--- src/rtl/scan_code_sequencer.sv ---
// Set-2 scan-code sequencer for keys A-D: prefix FSM, held-key tracking,
// FWFT event FIFO with valid/ready handshake and LED mirror.
module scan_code_sequencer #(
  parameter int FIFO_DEPTH     = 4,
  parameter int PREFIX_TIMEOUT = 1_000_000
) (
  input  logic       clk,
  input  logic       reset,
  input  logic [7:0] scan_code,
  input  logic       scan_code_ready,
  output logic       evt_valid,
  input  logic       evt_ready,
  output logic [1:0] evt_key,
  output logic       evt_release,
  output logic [3:0] keys_held,
  output logic       overflow,
  output logic       LD0,
  output logic       LD1,
  output logic       LD2,
  output logic       LD3
);

  localparam int AW = (FIFO_DEPTH > 1) ? $clog2(FIFO_DEPTH) : 1;
  localparam int CW = AW + 1;
  localparam int TW = $clog2(PREFIX_TIMEOUT + 1);

  localparam logic [7:0] BRK_CODE = 8'hF0;
  localparam logic [7:0] EXT_CODE = 8'hE0;

  typedef enum logic [1:0] {
    IDLE,
    BRK,
    EXT,
    EXT_BRK
  } state_t;

  state_t        state;
  logic [TW-1:0] tmo_cnt;

  logic       code_hit;
  logic [1:0] code_key;
  logic       gen_v;
  logic       gen_rel;

  logic       stg_v;
  logic [1:0] stg_key;
  logic       stg_rel;

  logic [2:0]    mem [FIFO_DEPTH];
  logic [AW-1:0] wr_ptr;
  logic [AW-1:0] rd_ptr;
  logic [CW-1:0] count;

  logic          full;
  logic          pop;
  logic          do_push;
  logic [CW-1:0] count_ap;
  logic [CW-1:0] count_n;
  logic [AW-1:0] rd_n;

  always_comb begin
    code_hit = 1'b1;
    code_key = 2'd0;
    unique case (1'b1)
      (scan_code == 8'h1C): code_key = 2'd0;
      (scan_code == 8'h32): code_key = 2'd1;
      (scan_code == 8'h21): code_key = 2'd2;
      (scan_code == 8'h23): code_key = 2'd3;
      default:              code_hit = 1'b0;
    endcase
  end

  // Typematic repeats and releases of unheld keys produce no event.
  always_comb begin
    gen_v   = 1'b0;
    gen_rel = 1'b0;
    if (scan_code_ready && code_hit) begin
      if (state == IDLE && !keys_held[code_key]) begin
        gen_v = 1'b1;
      end else if (state == BRK && keys_held[code_key]) begin
        gen_v   = 1'b1;
        gen_rel = 1'b1;
      end
    end
  end

  always_ff @(posedge clk or posedge reset) begin
    if (reset) begin
      state     <= IDLE;
      tmo_cnt   <= '0;
      keys_held <= '0;
    end else if (scan_code_ready) begin
      tmo_cnt <= '0;
      case (state)
        IDLE: begin
          if (scan_code == BRK_CODE) begin
            state <= BRK;
          end else if (scan_code == EXT_CODE) begin
            state <= EXT;
          end else if (gen_v) begin
            keys_held[code_key] <= 1'b1;
          end
        end
        BRK: begin
          if (gen_v) begin
            keys_held[code_key] <= 1'b0;
          end
          state <= IDLE;
        end
        EXT: begin
          state <= (scan_code == BRK_CODE) ? EXT_BRK : IDLE;
        end
        default: begin
          state <= IDLE;
        end
      endcase
    end else if (state != IDLE) begin
      if (tmo_cnt == TW'(PREFIX_TIMEOUT)) begin
        state   <= IDLE;
        tmo_cnt <= '0;
      end else begin
        tmo_cnt <= tmo_cnt + 1'b1;
      end
    end
  end

  // One-cycle event stage keeps the FIFO push aligned with the LED register.
  always_ff @(posedge clk or posedge reset) begin
    if (reset) begin
      stg_v   <= 1'b0;
      stg_key <= '0;
      stg_rel <= 1'b0;
    end else begin
      stg_v   <= gen_v;
      stg_key <= code_key;
      stg_rel <= gen_rel;
    end
  end

  assign full     = (count == CW'(FIFO_DEPTH));
  assign pop      = evt_valid & evt_ready;
  assign do_push  = stg_v & (~full | pop);
  assign count_ap = count - CW'(pop);
  assign count_n  = count_ap + CW'(do_push);
  assign rd_n     = rd_ptr + AW'(pop);

  always_ff @(posedge clk or posedge reset) begin
    if (reset) begin
      for (int i = 0; i < FIFO_DEPTH; i++) begin
        mem[i] <= '0;
      end
      wr_ptr      <= '0;
      rd_ptr      <= '0;
      count       <= '0;
      evt_valid   <= 1'b0;
      evt_key     <= '0;
      evt_release <= 1'b0;
      overflow    <= 1'b0;
    end else begin
      if (do_push) begin
        mem[wr_ptr] <= {stg_key, stg_rel};
        wr_ptr      <= wr_ptr + 1'b1;
      end
      rd_ptr    <= rd_n;
      count     <= count_n;
      evt_valid <= (count_n != '0);
      // Registered head: bypass the write when pushing into an empty queue.
      if (count_n != '0) begin
        if (count_ap == '0) begin
          {evt_key, evt_release} <= {stg_key, stg_rel};
        end else begin
          {evt_key, evt_release} <= mem[rd_n];
        end
      end
      if (stg_v && full && !pop) begin
        overflow <= 1'b1;
      end
    end
  end

  always_ff @(posedge clk or posedge reset) begin
    if (reset) begin
      LD0 <= 1'b0;
      LD1 <= 1'b0;
      LD2 <= 1'b0;
      LD3 <= 1'b0;
    end else begin
      LD0 <= keys_held[0];
      LD1 <= keys_held[1];
      LD2 <= keys_held[2];
      LD3 <= keys_held[3];
    end
  end

endmodule

--- config.mk ---
export PLATFORM = sky130hd
export DESIGN_NAME = scan_code_sequencer
export DESIGN_NICKNAME = d
export VERILOG_FILES = /design/src/rtl/scan_code_sequencer.sv
export SDC_FILE = /design/constraint.sdc
export NUM_CORES = 1
export LEC_CHECK = 0
export BUFFER_PORTS_ARGS = -buffer_cell sky130_fd_sc_hd__buf_2
export CAP_MARGIN = 15
export CELL_PAD_IN_SITES_DETAIL_PLACEMENT = 2
export CELL_PAD_IN_SITES_GLOBAL_PLACEMENT = 2
export CORE_ASPECT_RATIO = 2
export CORE_MARGIN = 3
export CORE_UTILIZATION = 36
export DETAILED_ROUTE_END_ITERATION = 10
export PLACE_DENSITY_LB_ADDON = 0.3
export REMOVE_ABC_BUFFERS = 1
export SKIP_CTS_REPAIR_TIMING = 1
export SLEW_MARGIN = 10
export SYNTH_ARGS = -nofsm -noshare
export SYNTH_HDL_FRONTEND = slang
export SYNTH_SLANG_ARGS = --single-unit
export TNS_END_PERCENT = 20
--- constraint.sdc ---
create_clock -name clk -period 2.12 [get_ports clk]
set_input_delay 0.424 -clock clk [delete_from_list [all_inputs] [get_ports clk]]
set_output_delay 0.424 -clock clk [all_outputs]
set_load 0.005 [all_outputs]
==> key figures, run 1 <==
Timing
  • Max-slew violations: 0
  • Final Worst Setup Slack: -0.07843 ns
  • F_max: 454.9 MHz
  • Max transition margin: 0.5317
  • Hold Fails Final Rpt: 0
  • Final setup TNS: -0.1810 ns
  • Clock period minus worst slack: between 2 and 2.5 ns
  • Final setup viols: 3
  • RSZ-0062 raised after global routing: yes
  • Final worst path period share: 1.037
  • Clk_skew: about 0.0053 ns
  • Least-Margin Pin Slew: roughly 0.7 ns

Cells and area
  • Post-route cell area: around 3700 um2
  • Commonest non-fill, non-tap cell in the layout: dfrtp_1
  • Final Non-Filler Cells: a little over 400
  • Area growth, synth to finish: 24.56%
  • Fillcell total: 827
  • Most frequent cells in the layout: dfrtp_1, buf_2, nand2_1
  • Share of cells above drive strength 1: 0.3514
  • Seq. cell area: roughly 1500 um2
  • Nets@finish: around 330
  • Area of the multi-input gates: approximately 1600 um2
  • Antenna cells: 0

Routing
  • WL/cell: around 19 um
  • DR vias: between 2000 and 2500
  • DRC errors left: 0
  • Iteration-0 DRC count of the detailed router: 53
  • Via-to-Cell Ratio: 5.472
  • Detail Route Antenna Nets: 0
  • Initial DRT Pass Iterations: 4
  • Final wirelength: approximately 8000 um

Synthesis
  • Gate Count Post-Synth: about 270
  • Number of synthesis warnings: 0
  • Ys async rst share: 1.000
  • Sequential fraction of the synthesis area: 0.4837
  • Syn Area/Cell: between 10 and 15 um2
  • Distinct cells, synth: 57
  • Synth Flop Type: dfrtp_1
  • Synthesized flop and latch total: between 50 and 60
  • EDFF count, synth: 0
  • Post-Syn Area: 3000 um2

GRT
  • GRT Resource Usage Total: 0.1807
  • Vias in the first global route: 2551
  • GR Overflow Total: 0
  • First-pass GRT wire length: about 13000 um
  • Largest net degree at the start of global routing: 47
  • Initial antenna violation count: 0

Floorplanning
  • FP Rows: 46
  • Core area: 8000 um2
  • Starting Density: 0.3750
  • Die area: ~9500 um2
  • Top Ports: 25
  • Height of the die: 135.1 um
  • Die width: a little over 70 um

CTS
  • Htree depth: 3
  • Clock tree buffer depth: 2
  • Clock buffer count from CTS: 9
  • Skew-Pair Late Insertion Delay: around 0.33 ns
  • Clk slew on worst S/H paths: ~0.05 ns
  • CTS tree: yes
  • Clock sinks: 58
  • Clk root buf: clkbuf_16

Critical path
  • Setup slack, reg-to-reg: -0.08 ns
  • Crit Reg-Reg Endpoint: evt_key[0]
  • WS Path Type: flop to flop
  • WP data arrival: 2.41 ns
  • Worst Path Required: around 2.3 ns
  • Max incr delay on CP: 0.45 ns
  • Number of buffers and inverters on the critical path: 0
  • Max FO, Critical Path: 7
  • CP endpoint kind: flop
  • Worst path top cell family by delay: simple AND/OR/NAND/NOR gates
  • Reg2reg start: evt_valid
  • Most used cell, CP: ha_4
  • Crit path launch: evt_valid
  • Slowest-stage cell, CP: or3_4
  • Crit path launch type: flop
  • Crit path cell chain: and2_4 > nor4b_4 > nor2b_2 > ha_4 > ha_4 > xnor2_2 > or3_4 > nor2_2 > a21oi_1
  • Worst Reg-to-Reg Cells: 9

Worst hold path
  • Worst Hold Class: input pin to asynchronous set/reset pin

Place
  • Detailed placement HPWL: slightly below 6000 um
  • GPL Wtd Cong: 0.8152
  • Post-DP Area: ~3300 um2
  • Inst Count DP: 390
  • Port bufs: 24
  • Worst slack, placed: -0.4700 ns

Outcome
  • Violated checks: negative setup slack
  • Run status: complete, but fails checks

Power and ir drop
  • Peak VDD IR: roughly 0.00043 V
  • Pwr Density: approximately 1000 nW/um2
  • Lkg Pwr: between 1.5 and 2 nW

Run
  • Max Cap Viol: 0
==> report_power, final <==
part / leakage [nW] / total, mW / internal, mW / switching [mW]
Combinational: 0.806 / 0.805 / 0.413 / 0.392
Sequential: 0.774 / 1.28 / 1.20 / 0.0763
Clock: 0.151 / 1.55 / 1.02 / 0.524
==> per-stage QoR <==
step / utilization / hold slack, ns / total power, mW
floorplan: - / 0.3958 / 1.619
global placement: 0.4104 / 0.3794 / 1.792
detailed placement: 0.4104 / 0.4028 / 1.836
CTS: 0.4503 / 0.04125 / 3.418
global route: 0.4672 / 0.04985 / 3.830
finish: 0.4672 / 0.04666 / 3.631
==> how the worst max path moves through the flow <==
stage                     cells past startpoint  slack, ns     endpoint
after floorplan                               8      -0.16   evt_key[0]
after global placement                        9      -0.24   evt_key[1]
after detailed placement                      9      -0.47  evt_release
after CTS                                     8      -0.37  evt_release
after global routing                          9      -0.19   evt_key[0]
final                                         9      -0.08   evt_key[0]
==> synth_stat cells (2+ instances only) <==
| cell type | count | area share |
|---|---|---|
| o31ai_1 | 2 | 0.0050 |
| nor2_1 | 17 | 0.021 |
| buf_2 | 4 | 0.0067 |
| a21o_1 | 2 | 0.0050 |
| nand2b_1 | 4 | 0.0083 |
| nand4_1 | 2 | 0.0042 |
| nor3_1 | 6 | 0.010 |
| xor2_1 | 9 | 0.026 |
| a21oi_1 | 8 | 0.013 |
| inv_1 | 15 | 0.019 |
| a31oi_1 | 2 | 0.0042 |
| nor4_4 | 2 | 0.014 |
| ha_1 | 11 | 0.046 |
| a22o_1 | 7 | 0.020 |
| nand3_1 | 15 | 0.025 |
| nor4b_1 | 3 | 0.0088 |
| dfrtp_1 | 58 | 0.48 |
| mux4_2 | 3 | 0.023 |
| nand2_1 | 16 | 0.020 |
| nor2_2 | 11 | 0.023 |
| mux2i_1 | 5 | 0.017 |
| o21ai_0 | 5 | 0.0083 |
| nor2b_1 | 6 | 0.013 |
| and4_1 | 2 | 0.0058 |
| o21ai_1 | 3 | 0.0050 |
| xnor2_1 | 7 | 0.020 |
| mux2_2 | 13 | 0.049 |
| nand3b_1 | 2 | 0.0050 |
==> worst reg2reg max path: stages (launching register included) <==
cell and delay (ns):
dfrtp_1 0.39, and2_4 0.16, nor4b_4 0.28, nor2b_2 0.13, ha_4 0.19, ha_4 0.16, xnor2_2 0.14, or3_4 0.45
nor2_2 0.12, a21oi_1 0.04
==> registers in the layout (all words and copies together) (netlist names), 2 cells and up, named ones only <==
name     count
tmo_cnt     20
mem         12
state        2
evt_key      2
wr_ptr       2
count        3
rd_ptr       2
stg_key      2
==> metal layers <==
metal	track usage	part of all wire
met5	0	0
met4	0.08577	0.024
met3	0.04694	0.026
met2	0.3419	0.59
met1	0.1779	0.36
==> logic make-up after synthesis <==
family	share of synthesized area
mux	0.08799
compound gates	0.09508
buf+inv	0.03294
simple gates	0.2077
flops	0.4837
xor+xnor	0.04671
fa+ha+maj	0.04587
==> cell type report <==
type                       instances  area share
clock buffer                       9     0.06026
multi-input combinational        189      0.4171
timing repair buffer              35     0.06194
sequential                        58      0.3883
inverter                          15     0.01507
clock inverter                     7     0.02511
tap                               96     0.03214
(Power assumes the default switching activity.)
==> run 2, diff against run 1 <==
CORE_ASPECT_RATIO = default   (was 2)
CORE_UTILIZATION = 37   (was 36)
CTS_BUF_LIST = sky130_fd_sc_hd__clkbuf_4   (was default)
==> run 2 against run 1 <==
Effect of this change: the run still ends with negative setup slack left; sequential power is essentially flat; die area shrank 3.2%; critical endpoint is now evt_release; sequential cell count is the same; register-to-register slack gained 0.05 ns; global-route usage shrank 0.16 points; combinational power shrank 4.5%; clock power shrank 48%; via count shrank 1.4%; worst setup slack gained 0.051 ns; core utilization shrank 1.1 points.
==> key figures, run 2 (same netlist as run 1, synthesis figures left out) <==
Floorplanning
  • Core area: 7807 um2 (-2.4%)
  • Die area: 9226 um2 (-3.2%)
  • Die width: 96.05 um (+36%)
  • Top Ports: 25 (unchanged)
  • Starting Density: 0.3843 (+0.009256)
  • Height of the die: 96.05 um (-29%)
  • FP Rows: 32 (-30%)

GRT
  • GRT Resource Usage Total: 0.1791 (-0.001649)
  • Initial antenna violation count: 0 (unchanged)
  • Vias in the first global route: 2438 (-4.4%)
  • GR Overflow Total: 0 (unchanged)
  • Largest net degree at the start of global routing: 59 (+26%)
  • First-pass GRT wire length: 12390 um (-4.5%)

Cells and area
  • Commonest non-fill, non-tap cell in the layout: dfrtp_1
  • Nets@finish: 330 (-0.30%)
  • Layout Utilization: 0.4558 (-0.01139)
  • Max reg flops: 20 (unchanged)
  • Reg with most FFs: tmo_cnt
  • Area growth, synth to finish: 18.60%
  • Share of cells above drive strength 1: 0.3462 (-0.005284)
  • Antenna cells: 0 (unchanged)
  • Most frequent cells in the layout: dfrtp_1, buf_2, nand2_1
  • Post-route cell area: 3558 um2 (-4.8%)
  • Biggest regs: tmo_cnt x20, mem x12, count x3

Power and ir drop
  • Pwr Density: 799.8 nW/um2 (-18%)
  • Lkg Pwr: 1.631 nW (-5.8%)
  • Peak VDD IR: 0.0002387 V (-45%)
  • Design Power: 2.846 mW (-22%)

CTS
  • Htree depth: 3 (unchanged)
  • Clock tree buffer depth: 2 (unchanged)
  • Clock buffer count from CTS: 9 (unchanged)
  • Clk slew on worst S/H paths: 0.11 ns (+0.06 ns)
  • Skew-Pair Late Insertion Delay: 0.41 ns (+0.08 ns)
  • Clock sinks: 58 (unchanged)
  • Clk root buf: clkbuf_4
  • CTS tree: yes

Routing
  • Final wirelength: 7486 um (-6.1%)
  • Initial DRT Pass Iterations: 4 (unchanged)
  • Detail Route Antenna Nets: 0 (unchanged)
  • DR vias: 2207 (-1.4%)
  • WL/cell: 18.08 um (-7.2%)
  • Iteration-0 DRC count of the detailed router: 42 (-21%)
  • Via-to-Cell Ratio: 5.331 (-2.6%)
  • DRC errors left: 0 (unchanged)

Timing
  • Final Worst Setup Slack: -0.02781 ns (+0.05062 ns)
  • Hold Fails Final Rpt: 0 (unchanged)
  • Least-Margin Pin Slew: 0.7218 ns (+0.02480 ns)
  • F_max: 465.6 MHz (+2.4%)
  • Max-slew violations: 0 (unchanged)
  • Clock period minus worst slack: 2.148 ns (-0.05062 ns)
  • Clk_skew: 0.01502 ns (+0.009730 ns)
  • Final setup viols: 1 (-2)
  • RSZ-0062 raised after global routing: yes
  • Max transition margin: 0.5151 (-0.01666)
  • Final worst path period share: 1.013 (-0.02388)
  • Hold WS: 0.05205 ns (+0.005391 ns)

Critical path
  • WP data arrival: 2.44 ns (+0.03 ns)
  • Reg2reg start: evt_valid
  • Crit path launch type: flop
  • WS Path Type: flop to flop
  • Worst Path Required: 2.41 ns (+0.08 ns)
  • Worst Reg-to-Reg Cells: 8 (-1)
  • CP endpoint kind: flop
  • Crit Reg-Reg Endpoint: evt_release
  • Max FO, Critical Path: 4 (-3)
  • Setup slack, reg-to-reg: -0.03 ns (+0.05 ns)

Place
  • Post-DP Area: 3291 um2 (+0.23%)
  • Worst slack, placed: -0.4302 ns (+0.03979 ns)
  • Port bufs: 24 (unchanged)
  • GPL Wtd Cong: 0.7404 (-9.2%)
  • Detailed placement HPWL: 5553 um (-4.7%)

Outcome
  • Run status: complete, but fails checks
  • Violated checks: negative setup slack

Worst hold path
  • Worst Hold Class: input pin to asynchronous set/reset pin

Run
  • Max Cap Viol: 0 (unchanged)
==> run 2: layout make-up <==
class                           count  area [um2]
Fill cell                         832        4249
Multi-Input combinational cell    189        1562
Sequential cell                    58        1451
Timing Repair Buffer               34       224.0
Tap cell                          102       127.6
Clock inverter                      7       70.07
Clock buffer                        9       67.56
Inverter                           15       56.30
==> run 2: how the worst max path moves through the flow <==
stage,slack (ns),to,cells after the start,start
2_1_floorplan,-0.16,evt_key[0],8,evt_ready
3_3_place_gp,-0.25,evt_key[0],9,evt_ready
3_5_place_dp,-0.43,evt_key[0],9,evt_ready
4_1_cts,-0.35,evt_key[0],8,evt_valid
5_1_grt,-0.09,evt_key[0],8,evt_valid
6_report,-0.03,evt_release,8,evt_valid
==> run 2: critical path, cell delays in order, from the launching register on <==
cell     delay [ns]
dfrtp_1        0.41
and2_4         0.16
buf_6          0.12
ha_1           0.19
xnor2_1        0.15
buf_4          0.18
mux4_2         0.51
mux2i_2        0.21
a21oi_1        0.10
==> run 2: per-stage QoR <==
step / cells / setup TNS, ns
2_1_floorplan: 262 / -0.5098
3_3_place_gp: 396 / -0.8690
3_5_place_dp: 396 / -1.531
4_1_cts: 412 / -1.115
5_1_grt: 414 / -0.2431
6_report: 414 / -0.02781
==> run 2: metal layers <==
layer,vias up,wire [um],GRT usage
li1,1030,-,-
met1,1143,3400,0.2317
met2,25,3816,0.2927
met3,9,172,0.03753
met4,0,97,0.06991
met5,-,0,0
==> run 2: power by group <==
group,switching (mW),total (mW),leakage (nW),internal [mW]
registers,0.0733,1.27,0.774,1.20
clock network,0.451,0.805,0.0656,0.354
logic,0.392,0.769,0.792,0.377
==> run 3, diff against run 2 <==
CELL_PAD_IN_SITES_DETAIL_PLACEMENT = default   (was 2)
CELL_PAD_IN_SITES_GLOBAL_PLACEMENT = default   (was 2)
CORE_UTILIZATION = 55   (was 37)
==> run 3 against run 2 <==
Effect of this change: the flow still finishes with violations (negative setup slack); die area decreased by 31%; sequential share of layout area increased by 0.60 points; wire length decreased by 25%; register-to-register slack about the same; non-clock buffer count unchanged; critical path depth increased by 1; via count decreased by 3.6%; sequential cell count unchanged; clock-buffer cell count unchanged; largest cell class unchanged; highest routed layer unchanged.
==> key figures, run 3 (same netlist as run 1, synthesis figures left out) <==
Outcome
  • Run status: complete, but fails checks
  • Violated checks: negative setup slack

Routing
  • Iteration-0 DRC count of the detailed router: 91 (+120%)
  • WL/cell: 14.64 um (-19%)
  • Initial DRT Pass Iterations: 4 (unchanged)
  • Via-to-Cell Ratio: 5.568 (+4.4%)
  • Detail Route Antenna Nets: 0 (unchanged)
  • Final wirelength: 5591 um (-25%)
  • DR vias: 2127 (-3.6%)
  • DRC errors left: 0 (unchanged)

Critical path
  • Crit path cell chain: and2_4 > buf_6 > ha_4 > ha_4 > xnor2_1 > buf_4 > nand3_1 > mux2i_2 > a21oi_2
  • Max FO, Critical Path: 3 (-1)
  • Crit path launch: evt_valid
  • Reg2reg start: evt_valid
  • Most used cell, CP: ha_4
  • Worst Reg-to-Reg Cells: 9 (+1)
  • CP Depth: 9 (+1)
  • Slowest-stage cell, CP: dfrtp_1
  • Crit path launch type: flop
  • Worst Path Required: 2.40 ns (about the same)
  • Setup crit end: evt_key[1]
  • Worst path top cell family by delay: flip-flops
  • WS Path Type: flop to flop
  • Number of buffers and inverters on the critical path: 2 (unchanged)
  • Setup slack, reg-to-reg: -0.02 ns (about the same)
  • Max incr delay on CP: 0.40 ns (-0.11 ns)
  • CP endpoint kind: flop
  • WP data arrival: 2.42 ns (-0.02 ns)
  • Crit Reg-Reg Endpoint: evt_key[1]

Floorplanning
  • Height of the die: 79.86 um (-17%)
  • Starting Density: 0.5764 (+0.1921)
  • Die area: 6378 um2 (-31%)
  • FP Rows: 26 (-19%)
  • Die width: 79.86 um (-17%)
  • Core area: 5205 um2 (-33%)
  • Top Ports: 25 (unchanged)

CTS
  • Clock buffer count from CTS: 9 (unchanged)
  • Htree depth: 3 (unchanged)
  • Clk root buf: clkbuf_4
  • Clk slew on worst S/H paths: 0.11 ns (about the same)
  • Clock tree buffer depth: 2 (unchanged)
  • CTS tree: yes
  • Clock sinks: 58 (unchanged)
  • Skew-Pair Late Insertion Delay: 0.40 ns (about the same)

GRT
  • Top Usage Layer GRT: met2
  • GR Overflow Total: 0 (unchanged)
  • Initial antenna violation count: 0 (unchanged)
  • GRT Resource Usage Total: 0.1973 (+0.01829)
  • M3 GR Usage: 0.04740 (+0.009875)
  • GRT met2 Usage: 0.3030 (+0.01031)
  • M1 GR Usage: 0.2661 (+0.03444)
  • First-pass GRT wire length: 9735 um (-21%)
  • Vias in the first global route: 2143 (-12%)
  • Largest net degree at the start of global routing: 46 (-22%)

Cells and area
  • Area growth, synth to finish: 16.89%
  • Post-route cell area: 3507 um2 (-1.4%)
  • Max reg flops: 20 (unchanged)
  • Antenna cells: 0 (unchanged)
  • Biggest regs: tmo_cnt x20, mem x12, count x3
  • Most frequent cells in the layout: dfrtp_1, buf_2, nand2_1
  • Layout Utilization: 0.6738 (+0.2180)
  • Final Non-Filler Cells: 382 (-7.7%)
  • Fillcell total: 410 (-51%)
  • Nets@finish: 330 (unchanged)
  • Reg with most FFs: tmo_cnt
  • Commonest non-fill, non-tap cell in the layout: dfrtp_1
  • Share of cells above drive strength 1: 0.3462 (unchanged)

Worst hold path
  • Worst Hold Class: input pin to flop

Timing
  • Final setup viols: 2 (+1)
  • Least-Margin Pin Slew: 0.4238 ns (-0.2981 ns)
  • Max transition margin: 0.7164 (+0.2014)
  • Hold Fails Final Rpt: 0 (unchanged)
  • Final setup TNS: -0.03331 ns (-0.005497 ns)
  • Clk_skew: 0.01236 ns (-0.002654 ns)
  • Final worst path period share: 1.011 (-0.001832)
  • F_max: 466.4 MHz (+0.18%)
  • RSZ-0062 raised after global routing: yes
  • Max-slew violations: 0 (unchanged)
  • Hold WS: 0.3173 ns (+0.2653 ns)
  • Final Worst Setup Slack: -0.02393 ns (+0.003885 ns)
  • Clock period minus worst slack: 2.144 ns (-0.003885 ns)

Place
  • Detailed placement HPWL: 4045 um (-27%)
  • GPL Wtd Cong: 0.8703 (+18%)
  • Port bufs: 24 (unchanged)
  • Worst slack, placed: -0.3461 ns (+0.08417 ns)
  • Post-DP Area: 3246 um2 (-1.4%)
  • Inst Count DP: 365 (-7.8%)

Power and ir drop
  • Lkg Pwr: 1.641 nW (+0.57%)
  • Pwr Density: 784.9 nW/um2 (-1.9%)
  • Design Power: 2.753 mW (-3.3%)
  • Peak VDD IR: 0.0005383 V (+130%)

Run
  • Max Cap Viol: 0 (unchanged)
-- run 3: changes by cell type in the layout (fill, tap and decap cells not counted), sizes merged --
cell,previous run,this run
buf,34,33
dlygate4sd3,0,1
clkinvlp,3,1
clkinv,3,5
-- run 3: how the worst min path moves through the flow --
| stage | from | end | slack (ns) | depth (start not counted) |
|---|---|---|---|---|
| floorplan | flop | LD1 | 0.40 | 0 |
| global placement | flop | LD1 | 0.38 | 0 |
| detailed placement | flop | LD1 | 0.40 | 0 |
| CTS | reset | LD3 | -0.05 | 2 |
| global route | scan_code[1] | stg_key[0] | 0.33 | 3 |
| finish | scan_code[7] | stg_key[0] | 0.32 | 4 |
-- run 3: routing by layer --
metal / up-vias / wire length (um) / part of all wire
met5: - / 0 / 0
met4: 0 / 107 / 0.019
met2: 60 / 2658 / 0.48
met3: 9 / 290 / 0.052
met1: 1030 / 2535 / 0.45
li1: 1028 / - / -
-- run 3: power by group --
| part | leakage, nW | switching, mW | internal [mW] | total (mW) |
|---|---|---|---|---|
| Combinational | 0.791 | 0.344 | 0.362 | 0.706 |
| Clock | 0.0757 | 0.422 | 0.357 | 0.779 |
| Sequential | 0.774 | 0.0691 | 1.20 | 1.27 |
| Total | 1.64 | 0.836 | 1.92 | 2.75 |
-- run 3: area by class of cell --
cell class	count	area, um2	share of cell area
flip-flops and latches	58	1451	0.4138
clock inverters	7	70.07	0.01998
clock buffers	9	67.56	0.01927
well taps	70	87.58	0.02497
multi-input cells	189	1560	0.4449
repair buffers	34	214.0	0.06101
inverters	15	56.30	0.01605
-- run 3: worst min-delay path: cells and delay by family --
family / cells / cell delay [ns]
AOI/OAI and AO/OA: 1 / 0.03
buffers and inverters: 1 / 0.10
and+or+nand+nor: 2 / 0.12
